### src/rtl/sign_conv_pkg.sv
// Shared mode encoding for the sign_conv_pipe converter and its combinational core.
package sign_conv_pkg;

    typedef enum logic [1:0] {
        MODE_PASS = 2'b00,
        MODE_U2S  = 2'b01,
        MODE_S2U  = 2'b10,
        MODE_ABS  = 2'b11
    } mode_t;

    function automatic mode_t to_mode(input logic [1:0] raw);
        return mode_t'(raw);
    endfunction

endpackage

### src/rtl/sign_conv_if.sv
// Producer-side and consumer-side valid/ready streams of the sign converter.
interface sign_conv_if #(
    parameter int W = 4
);
    logic         in_valid;
    logic         in_ready;
    logic [W-1:0] in_data;
    logic [1:0]   in_mode;
    logic         out_valid;
    logic         out_ready;
    logic [W-1:0] out_data;
    logic         out_sat;

    modport master (
        output in_valid, in_data, in_mode, out_ready,
        input  in_ready, out_valid, out_data, out_sat
    );

    modport slave (
        input  in_valid, in_data, in_mode, out_ready,
        output in_ready, out_valid, out_data, out_sat
    );
endinterface

### src/rtl/sign_conv_core.sv
// Combinational W-bit conversion: (value, mode) -> (converted value, saturation flag).
module sign_conv_core
    import sign_conv_pkg::*;
#(
    parameter int W = 4
) (
    input  logic [W-1:0] in_val,
    input  mode_t        mode,
    output logic [W-1:0] out_val,
    output logic         sat
);

    localparam logic [W-1:0] MAX_POS = {1'b0, {(W-1){1'b1}}};
    localparam logic [W-1:0] ZERO    = {W{1'b0}};
    localparam logic [W-1:0] ONE     = {{(W-1){1'b0}}, 1'b1};

    // The top bit doubles as "above signed max" for U2S and "negative" for S2U/ABS.
    logic neg_s;
    assign neg_s = in_val[W-1];

    // Mode decode; ABS of the most negative value wraps to 2^(W-1), which is a valid unsigned result
    always_comb begin
        out_val = in_val;
        sat     = 1'b0;
        case (mode)
            MODE_PASS: begin
                out_val = in_val;
                sat     = 1'b0;
            end
            MODE_U2S: begin
                if (neg_s) begin
                    out_val = MAX_POS;
                    sat     = 1'b1;
                end else begin
                    out_val = in_val;
                    sat     = 1'b0;
                end
            end
            MODE_S2U: begin
                if (neg_s) begin
                    out_val = ZERO;
                    sat     = 1'b1;
                end else begin
                    out_val = in_val;
                    sat     = 1'b0;
                end
            end
            MODE_ABS: begin
                if (neg_s) begin
                    out_val = (~in_val) + ONE;
                end else begin
                    out_val = in_val;
                end
                sat = 1'b0;
            end
            default: begin
                out_val = in_val;
                sat     = 1'b0;
            end
        endcase
    end

endmodule

### src/rtl/sign_conv_pipe.sv
// Two-stage valid/ready signed/unsigned converter with saturation reporting.
// Define SIGN_CONV_SAT_CNT_EN to add the saturation counter (sat_clr / sat_count).
module sign_conv_pipe
    import sign_conv_pkg::*;
#(
    parameter int W     = 4,
    parameter int CNT_W = 8
) (
    input  logic             clk,
    input  logic             rst_n,
`ifdef SIGN_CONV_SAT_CNT_EN
    input  logic             sat_clr,
    output logic [CNT_W-1:0] sat_count,
`endif
    sign_conv_if.slave       bus
);

    logic         s1_valid_r;
    logic [W-1:0] s1_data_r;
    mode_t        s1_mode_r;
    logic         s2_valid_r;
    logic [W-1:0] s2_data_r;
    logic         s2_sat_r;

    logic [W-1:0] conv_data_s;
    logic         conv_sat_s;
    logic         s2_adv_s;
    logic         in_ready_s;
    logic         s1_load_s;

    // S1 may refill in the same cycle it hands its content to S2.
    assign s2_adv_s   = s1_valid_r && (!s2_valid_r || bus.out_ready);
    assign in_ready_s = !s1_valid_r || s2_adv_s;
    assign s1_load_s  = bus.in_valid && in_ready_s;

    // Stage 1: capture operand and mode on accept, empty when passed on
    always_ff @(posedge clk or negedge rst_n) begin
        if (!rst_n) begin
            s1_valid_r <= 1'b0;
            s1_data_r  <= {W{1'b0}};
            s1_mode_r  <= MODE_PASS;
        end else if (s1_load_s) begin
            s1_valid_r <= 1'b1;
            s1_data_r  <= bus.in_data;
            s1_mode_r  <= to_mode(bus.in_mode);
        end else if (s2_adv_s) begin
            s1_valid_r <= 1'b0;
        end
    end

    sign_conv_core #(
        .W(W)
    ) u_core (
        .in_val  (s1_data_r),
        .mode    (s1_mode_r),
        .out_val (conv_data_s),
        .sat     (conv_sat_s)
    );

    // Stage 2: register converted result; data holds while the consumer stalls
    always_ff @(posedge clk or negedge rst_n) begin
        if (!rst_n) begin
            s2_valid_r <= 1'b0;
            s2_data_r  <= {W{1'b0}};
            s2_sat_r   <= 1'b0;
        end else if (s2_adv_s) begin
            s2_valid_r <= 1'b1;
            s2_data_r  <= conv_data_s;
            s2_sat_r   <= conv_sat_s;
        end else if (s2_valid_r && bus.out_ready) begin
            s2_valid_r <= 1'b0;
        end
    end

    assign bus.in_ready  = in_ready_s;
    assign bus.out_valid = s2_valid_r;
    assign bus.out_data  = s2_data_r;
    assign bus.out_sat   = s2_sat_r;

`ifdef SIGN_CONV_SAT_CNT_EN
    localparam logic [CNT_W-1:0] CNT_MAX = {CNT_W{1'b1}};
    localparam logic [CNT_W-1:0] CNT_ONE = {{(CNT_W-1){1'b0}}, 1'b1};

    logic             out_fire_s;
    logic [CNT_W-1:0] sat_count_r;

    assign out_fire_s = s2_valid_r && bus.out_ready;

    // Saturating count of clamped results delivered; clear beats increment
    always_ff @(posedge clk or negedge rst_n) begin
        if (!rst_n) begin
            sat_count_r <= {CNT_W{1'b0}};
        end else if (sat_clr) begin
            sat_count_r <= {CNT_W{1'b0}};
        end else if (out_fire_s && s2_sat_r && (sat_count_r != CNT_MAX)) begin
            sat_count_r <= sat_count_r + CNT_ONE;
        end
    end

    assign sat_count = sat_count_r;
`endif

endmodule

### src/flat_wrapper.sv
// flat-port wrapper written by rule: the top's interface ports become plain ports
module sign_conv_pipe_flat import sign_conv_pkg::*;
#(
    parameter int W     = 4,
    parameter int CNT_W = 8
)
  (clk, rst_n, bus_in_valid, bus_in_data, bus_in_mode, bus_out_ready, bus_in_ready, bus_out_valid, bus_out_data, bus_out_sat);
  sign_conv_if #(.W(W)) bus_i ();
  input  logic clk;
  input  logic rst_n;
  input wire logic [$bits(bus_i.in_valid)-1:0] bus_in_valid;
  input wire logic [$bits(bus_i.in_data)-1:0] bus_in_data;
  input wire logic [$bits(bus_i.in_mode)-1:0] bus_in_mode;
  input wire logic [$bits(bus_i.out_ready)-1:0] bus_out_ready;
  output wire logic [$bits(bus_i.in_ready)-1:0] bus_in_ready;
  output wire logic [$bits(bus_i.out_valid)-1:0] bus_out_valid;
  output wire logic [$bits(bus_i.out_data)-1:0] bus_out_data;
  output wire logic [$bits(bus_i.out_sat)-1:0] bus_out_sat;
  assign bus_i.in_valid = bus_in_valid;
  assign bus_i.in_data = bus_in_data;
  assign bus_i.in_mode = bus_in_mode;
  assign bus_i.out_ready = bus_out_ready;
  assign bus_in_ready = bus_i.in_ready;
  assign bus_out_valid = bus_i.out_valid;
  assign bus_out_data = bus_i.out_data;
  assign bus_out_sat = bus_i.out_sat;
  sign_conv_pipe #(.W(W), .CNT_W(CNT_W)) u_core (.clk(clk), .rst_n(rst_n), .bus(bus_i));
endmodule
### config.mk
export PLATFORM = sky130hd
export DESIGN_NAME = sign_conv_pipe_flat
export DESIGN_NICKNAME = d
export VERILOG_FILES = /design/src/rtl/sign_conv_pkg.sv /design/src/rtl/sign_conv_if.sv /design/src/rtl/sign_conv_core.sv /design/src/rtl/sign_conv_pipe.sv /design/src/flat_wrapper.sv
export SDC_FILE = /design/constraint.sdc
export NUM_CORES = 1
export LEC_CHECK = 0
export CORE_MARGIN = 2
export CORE_UTILIZATION = 43
export CTS_CLUSTER_DIAMETER = 30
export DETAILED_ROUTE_END_ITERATION = 8
export PLACE_DENSITY = 0.74
export RECOVER_POWER = 100
export REMOVE_ABC_BUFFERS = 1
export SYNTH_ARGS = -nofsm -noshare
export SYNTH_HDL_FRONTEND = slang
export SYNTH_SLANG_ARGS = --single-unit
### constraint.sdc
create_clock -name clk -period 2.8 [get_ports clk]
set_input_delay 0.28 -clock clk [delete_from_list [all_inputs] [get_ports clk]]
set_output_delay 0.28 -clock clk [all_outputs]
set_load 0.02 [all_outputs]
==> impl_metrics.yaml, run 1 <==
die:
  dieHeight_um: 43.9
  die-area_um2: 1930
  ios: 17
  die_x_um: 43.9
  rows: 14
  core_area_um2: 1510
  start_util_pct: 45.4
worst_setup_path:
  cpMaxStageDelayCell: "dlygate4sd3_1"
  worstPathCellList: "dlygate4sd3_1 -> nand3b_2 -> dlygate4sd3_1"
  cp_slowest_stage_delay_ns: 0.66
  r2r-end: "u_core.bus.out_data[1]$_DFFE_PN0P_"
  worstPathRequired_ns: 2.52
  r2r_slack_ns: 1.12
  worstPathArrival_ns: 1.74
  worstRegToRegCells: 4
  end_kind: "primary output"
  path_delay_family: "buffers and inverters"
  cpMostUsedCell: "dlygate4sd3_1"
  crit_type: "in -> out"
  critPathLaunchType: "primary input"
  cp_max_fo: 3
  r2r-start: "u_core.s1_mode_r[1]$_DFFE_PN0P_"
  cp_num_buf_inv: 2
detailed_routing:
  ant_nets: 0
  vias: 499
  drcViolationCount: 0
  wl_per_cell_um: 12.7
  wl_um: 1220
  top_layer_used: "met4"
  wl_met3_um: 54
  route.met2.wl_um: 576
  dr.pass1.iters: 4
  met1_length_um: 549
  via_per_inst: 5.20
  drt_iter0_drc: 6
cells_and_area:
  final_nets: 96
  insertedDiodeCount: 0
  fillers: 135
  final_layout_size_suffix_gt1_share_pct: 13.8
  synthToLayoutAreaGrowth_pct: 28.9
  fin_util_pct: 58.6
sta:
  clock_skew_ns: 0.00438
  period_needed_ns: 2.02
  finalMaxSlewViolations: 0
  fmax_mhz: 494
  max-slew-margin-rel_pct: 50.8
  rsz0062_at_grt: "no"
  hold_ws_ns: 0.428
  fin_crit_sh_pct: 72.3
  fin_setup_tns_ns: 0
  tightest_slew_ns: 0.720
  finalSetupViolCount: 0
  hold_viol: 0
placed_design:
  routabilityCongestion: 0.787
  hpwl_um: 968
  portBuffers: 16
cts:
  numClockSinks: 13
  cts_setup_buffers: 0
  root_buffer: "clkbuf_4"
  clk_pin_slew_worst_paths_ns: 0.08
  clockBufferDepth: 2
  cts_tree: "yes"
  hold_buffers: 0
  ctsResizeCount: 0
  h-tree-depth: 1
  numCtsBuffers: 3
  clock_latency_ns: 0.28
global_route:
  grt_pass1_vias: 460
  grt_overflow_total: 0
  grt_util_all_layers_pct: 14.8
  grt_pass1_wl_um: 2030
  antenna_found_initial: 0
  grt_max_degree: 14
power:
  leakagePower_nw: 0.406
  p_per_area_nw_per_um2: 620
  vdd_drop_max_uv: 336
synthesis:
  syn-mean-instance-area_um2: 11.4
  syn_inst: 60
  ys_seq_elements: 13
  ys_warn_count: 0
  syn_area_um2: 684
  synthDistinctLibCells: 20
  seq_area_frac_synth_pct: 47.5
run_status:
  status: "finished clean"
min_path:
  hold_class: "in -> async"
flow_run:
  drv_cap: 0
registers in the layout, indices dropped and copies added (netlist names):
register              count
u_core.bus.out_data       4
u_core.s1_data_r          4
u_core.s1_mode_r          2
u_core.bus.out_sat        1
u_core.bus.out_valid      1
u_core.s1_valid_r         1
power breakdown:
part	total [W]	switching [W]	internal, W
Combinational	0.000184	0.0000941	0.0000897
Sequential	0.000246	0.0000239	0.000222
Clock	0.000117	0.0000620	0.0000553
Total	0.000547	0.000180	0.000367
placed cells by master (no fill, tap or decap), drive strengths merged, types with 2 or more instances in the layout:
cell type and count:
o31ai 2, a21oi 2, dlygate4sd3 9, inv 6, o21ai 8, ha 5, nor2b 2, nand2 4
dfrtp 13, nand2b 4, mux2 6, a2111oi 2, clkdlybuf4s50 7, clkbuf 4
cell families (layout without fill, tap and decap cells):
group,after synthesis,in the layout,synth area share [%]
AOI/OAI and AO/OA,16,16,17.7
and+or+nand+nor,14,14,12.4
DFF,13,13,47.5
muxes,6,6,9.87
buffers and inverters,6,26,3.29
adders and majority gates,5,5,9.14
synthesized netlist by cell type:
master     instances  share of area, %
mux2_2             5               8.2
dfrtp_1           13                48
o21ba_1            1               1.5
nor4_1             1              0.91
o21ai_0            7               5.1
nand2_1            3               1.6
nand2b_1           4               3.7
o21ai_1            1              0.73
nand2_2            1              0.91
mux2_1             1               1.6
nand3b_2           1               1.6
nor4b_1            1               1.3
nor2_1             1              0.55
a21oi_1            2               1.5
o31ai_1            2               2.2
ha_1               5               9.1
o41ai_2            1               2.4
a2111oi_2          2               4.4
nor2b_1            2               1.8
inv_1              6               3.3
worst register-to-register path, stage by stage, from the launching register on:
cell	delay, ns
dfrtp_1	0.39
inv_1	0.08
ha_1	0.24
a2111oi_0	0.68
o41ai_2	0.16
layer usage:
layer | vias up | global-route usage [%]
li1 | 254 | -
met1 | 227 | 18.9
met2 | 14 | 22.4
met3 | 4 | 2.50
met4 | 0 | 10.9
met5 | - | 0
stage by stage:
step                setup slack [ns]  power, W  cells  area, µm²
floorplan                       1.43  0.000369     60        684
global placement               0.999  0.000445     92        865
detailed placement             0.985  0.000451     92        865
CTS                            0.979  0.000568     96        891
global route                   0.752  0.000583     96        882
finish                         0.777  0.000547     96        882
cell type report:
class	count	area (µm²)	area share, %
repair buffers	16	160	18.2
flip-flops and latches	13	325	36.9
clock buffers	4	26.3	2.98
well taps	16	20.0	2.27
multi-input cells	41	328	37.2
inverters	6	22.5	2.55
worst max path at each step:
stage                                         start                            endpoint  cells after the start
finish                                bus_out_ready                        bus_in_ready                      3
global route                          bus_out_ready                        bus_in_ready                      3
CTS                                   bus_out_ready                        bus_in_ready                      3
detailed placement                    bus_out_ready                        bus_in_ready                      3
global placement                      bus_out_ready                        bus_in_ready                      3
floorplan           u_core.s1_mode_r[0]$_DFFE_PN0P_  u_core.bus.out_data[2]$_DFFE_PN0P_                      4
Note: power is estimated with default switching activity, not from simulation.
==> inputs of run 2 (changes only) <==
--- a/config.mk
+++ b/config.mk
@@ -6,10 +6,10 @@
 export NUM_CORES = 1
 export LEC_CHECK = 0
 export CORE_MARGIN = 2
-export CORE_UTILIZATION = 43
+export CORE_UTILIZATION = 42
 export CTS_CLUSTER_DIAMETER = 30
 export DETAILED_ROUTE_END_ITERATION = 8
-export PLACE_DENSITY = 0.74
+export PLACE_DENSITY = 0.76
 export RECOVER_POWER = 100
 export REMOVE_ABC_BUFFERS = 1
 export SYNTH_ARGS = -nofsm -noshare
==> constraint.sdc (replaced) <==
create_clock -name clk -period 1.65 [get_ports clk]
set_input_delay 0.165 -clock clk [delete_from_list [all_inputs] [get_ports clk]]
set_output_delay 0.165 -clock clk [all_outputs]
set_load 0.02 [all_outputs]
==> impl_metrics.yaml, run 2 (synthesis gave the netlist of run 1 again) <==
run_status:
  status: "finished clean"
global_route:
  grt_pass1_wl_um: 2130
  grt_pass1_vias: 499
  grt_overflow_total: 0
  antenna_found_initial: 0
  grt_util_all_layers_pct: 15.0
  grt_max_degree: 14
power:
  p_per_area_nw_per_um2: 1050
  leakagePower_nw: 0.400
  vdd_drop_max_uv: 623
sta:
  fin_ws_ns: 0.127
  hold_viol: 0
  tightest_slew_ns: 0.584
  fin_crit_sh_pct: 92.3
  finalMaxSlewViolations: 0
  fmax_mhz: 657
  fin_setup_tns_ns: 0
  rsz0062_at_grt: "no"
  clock_skew_ns: 0.00631
  max-slew-margin-rel_pct: 60.9
  finalSetupViolCount: 0
  period_needed_ns: 1.52
cells_and_area:
  final_nets: 96
  finalInstanceArea_um2: 875
  layout_common_cells: "dfrtp_1 (13), o21ai_0 (8), dlygate4sd3_1 (8)"
  synthToLayoutAreaGrowth_pct: 27.8
  final_common_cell: "dfrtp_1"
  insertedDiodeCount: 0
  final_layout_size_suffix_gt1_share_pct: 13.8
die:
  ios: 17
  die-area_um2: 1970
  start_util_pct: 44.9
  dieHeight_um: 44.4
  die_x_um: 44.4
  core_area_um2: 1520
  rows: 14
worst_setup_path:
  path_delay_family: "buffers and inverters"
  crit_type: "reg -> out"
  cp_num_buf_inv: 1
  cpMaxStageDelayCell: "dlygate4sd3_1"
  worstPathArrival_ns: 1.36
  cp_slowest_stage_delay_ns: 0.69
  worstPathRequired_ns: 1.48
  cp_max_fo: 4
  critPathLaunchType: "register"
  worstPathCellList: "dlygate4sd3_1"
  end_kind: "primary output"
detailed_routing:
  dr.pass1.iters: 3
  drcViolationCount: 0
  wl_um: 1140
  drt_iter0_drc: 4
  via_per_inst: 5.26
  vias: 505
  ant_nets: 0
  wl_per_cell_um: 11.9
cts:
  hold_buffers: 0
  cts_tree: "yes"
  clock_latency_ns: 0.27
  h-tree-depth: 1
  cts_setup_buffers: 0
  root_buffer: "clkbuf_4"
  ctsResizeCount: 0
  numCtsBuffers: 3
  clk_pin_slew_worst_paths_ns: 0.08
  clockBufferDepth: 2
  numClockSinks: 13
placed_design:
  routabilityCongestion: 0.760
  hpwl_um: 937
  placed_area_um2: 865
  portBuffers: 16
  post-place-ws_ns: 0.0658
flow_run:
  drv_cap: 0
min_path:
  hold_class: "in -> async"
-- run 2: changes by cell type in the layout (fill, tap and decap cells not counted), sizes merged --
cell,delta
dlygate4sd3,-1
clkbuf,+1
-- run 2: power breakdown --
part	internal, W	switching (W)
sequential	0.000377	0.0000398
clock	0.0000937	0.0000978
combinational	0.000151	0.000157
total	0.000622	0.000295
-- run 2: per-stage QoR --
step                      hold slack [ns]  util [%]  total power [W]  cells
after global routing                0.369      57.4         0.000988     96
after global placement              0.503      56.7         0.000755     92
after floorplan                    -0.131         -         0.000626     60
after CTS                           0.267      58.5         0.000964     96
after detailed placement            0.506      56.7         0.000765     92
final                               0.323      57.4         0.000916     96
-- run 2: path summary, 6_finish.rpt --
path / end / start / cells past startpoint / slack, ns
worst max-delay path: bus_out_valid / u_core.bus.out_valid$_DFFE_PN0P_ / 1 / 0.13
worst min-delay path: u_core.bus.out_valid$_DFFE_PN0P_ / rst_n / 1 / 0.32
worst max register to register: u_core.bus.out_data[2]$_DFFE_PN0P_ / u_core.s1_mode_r[0]$_DFFE_PN0P_ / 4 / 0.19
worst min register to register: u_core.bus.out_data[3]$_DFFE_PN0P_ / u_core.bus.out_data[3]$_DFFE_PN0P_ / 2 / 0.51
max in group asynchronous: u_core.s1_data_r[0]$_DFFE_PN0P_ / rst_n / 1 / 0.94
min in group clk: u_core.s1_valid_r$_DFFE_PN0P_ / bus_in_valid / 2 / 0.48
-- run 2: cell type report --
class | instances | area (µm²)
tap | 16 | 20.0
fill | 137 | 649
multi-input combinational | 41 | 327
inverter | 6 | 22.5
sequential | 13 | 325
clock buffer | 4 | 26.3
timing repair buffer | 16 | 154
-- run 2: per-layer routing --
metal | GRT usage (%) | wire [µm] | up-vias | part of all wire [%]
met5 | 0 | 0 | - | 0
met4 | 3.64 | 0 | 0 | 0
met3 | 6.12 | 63 | 0 | 5.5
met2 | 25.0 | 543 | 14 | 48
met1 | 18.1 | 532 | 235 | 47
li1 | - | - | 256 | -
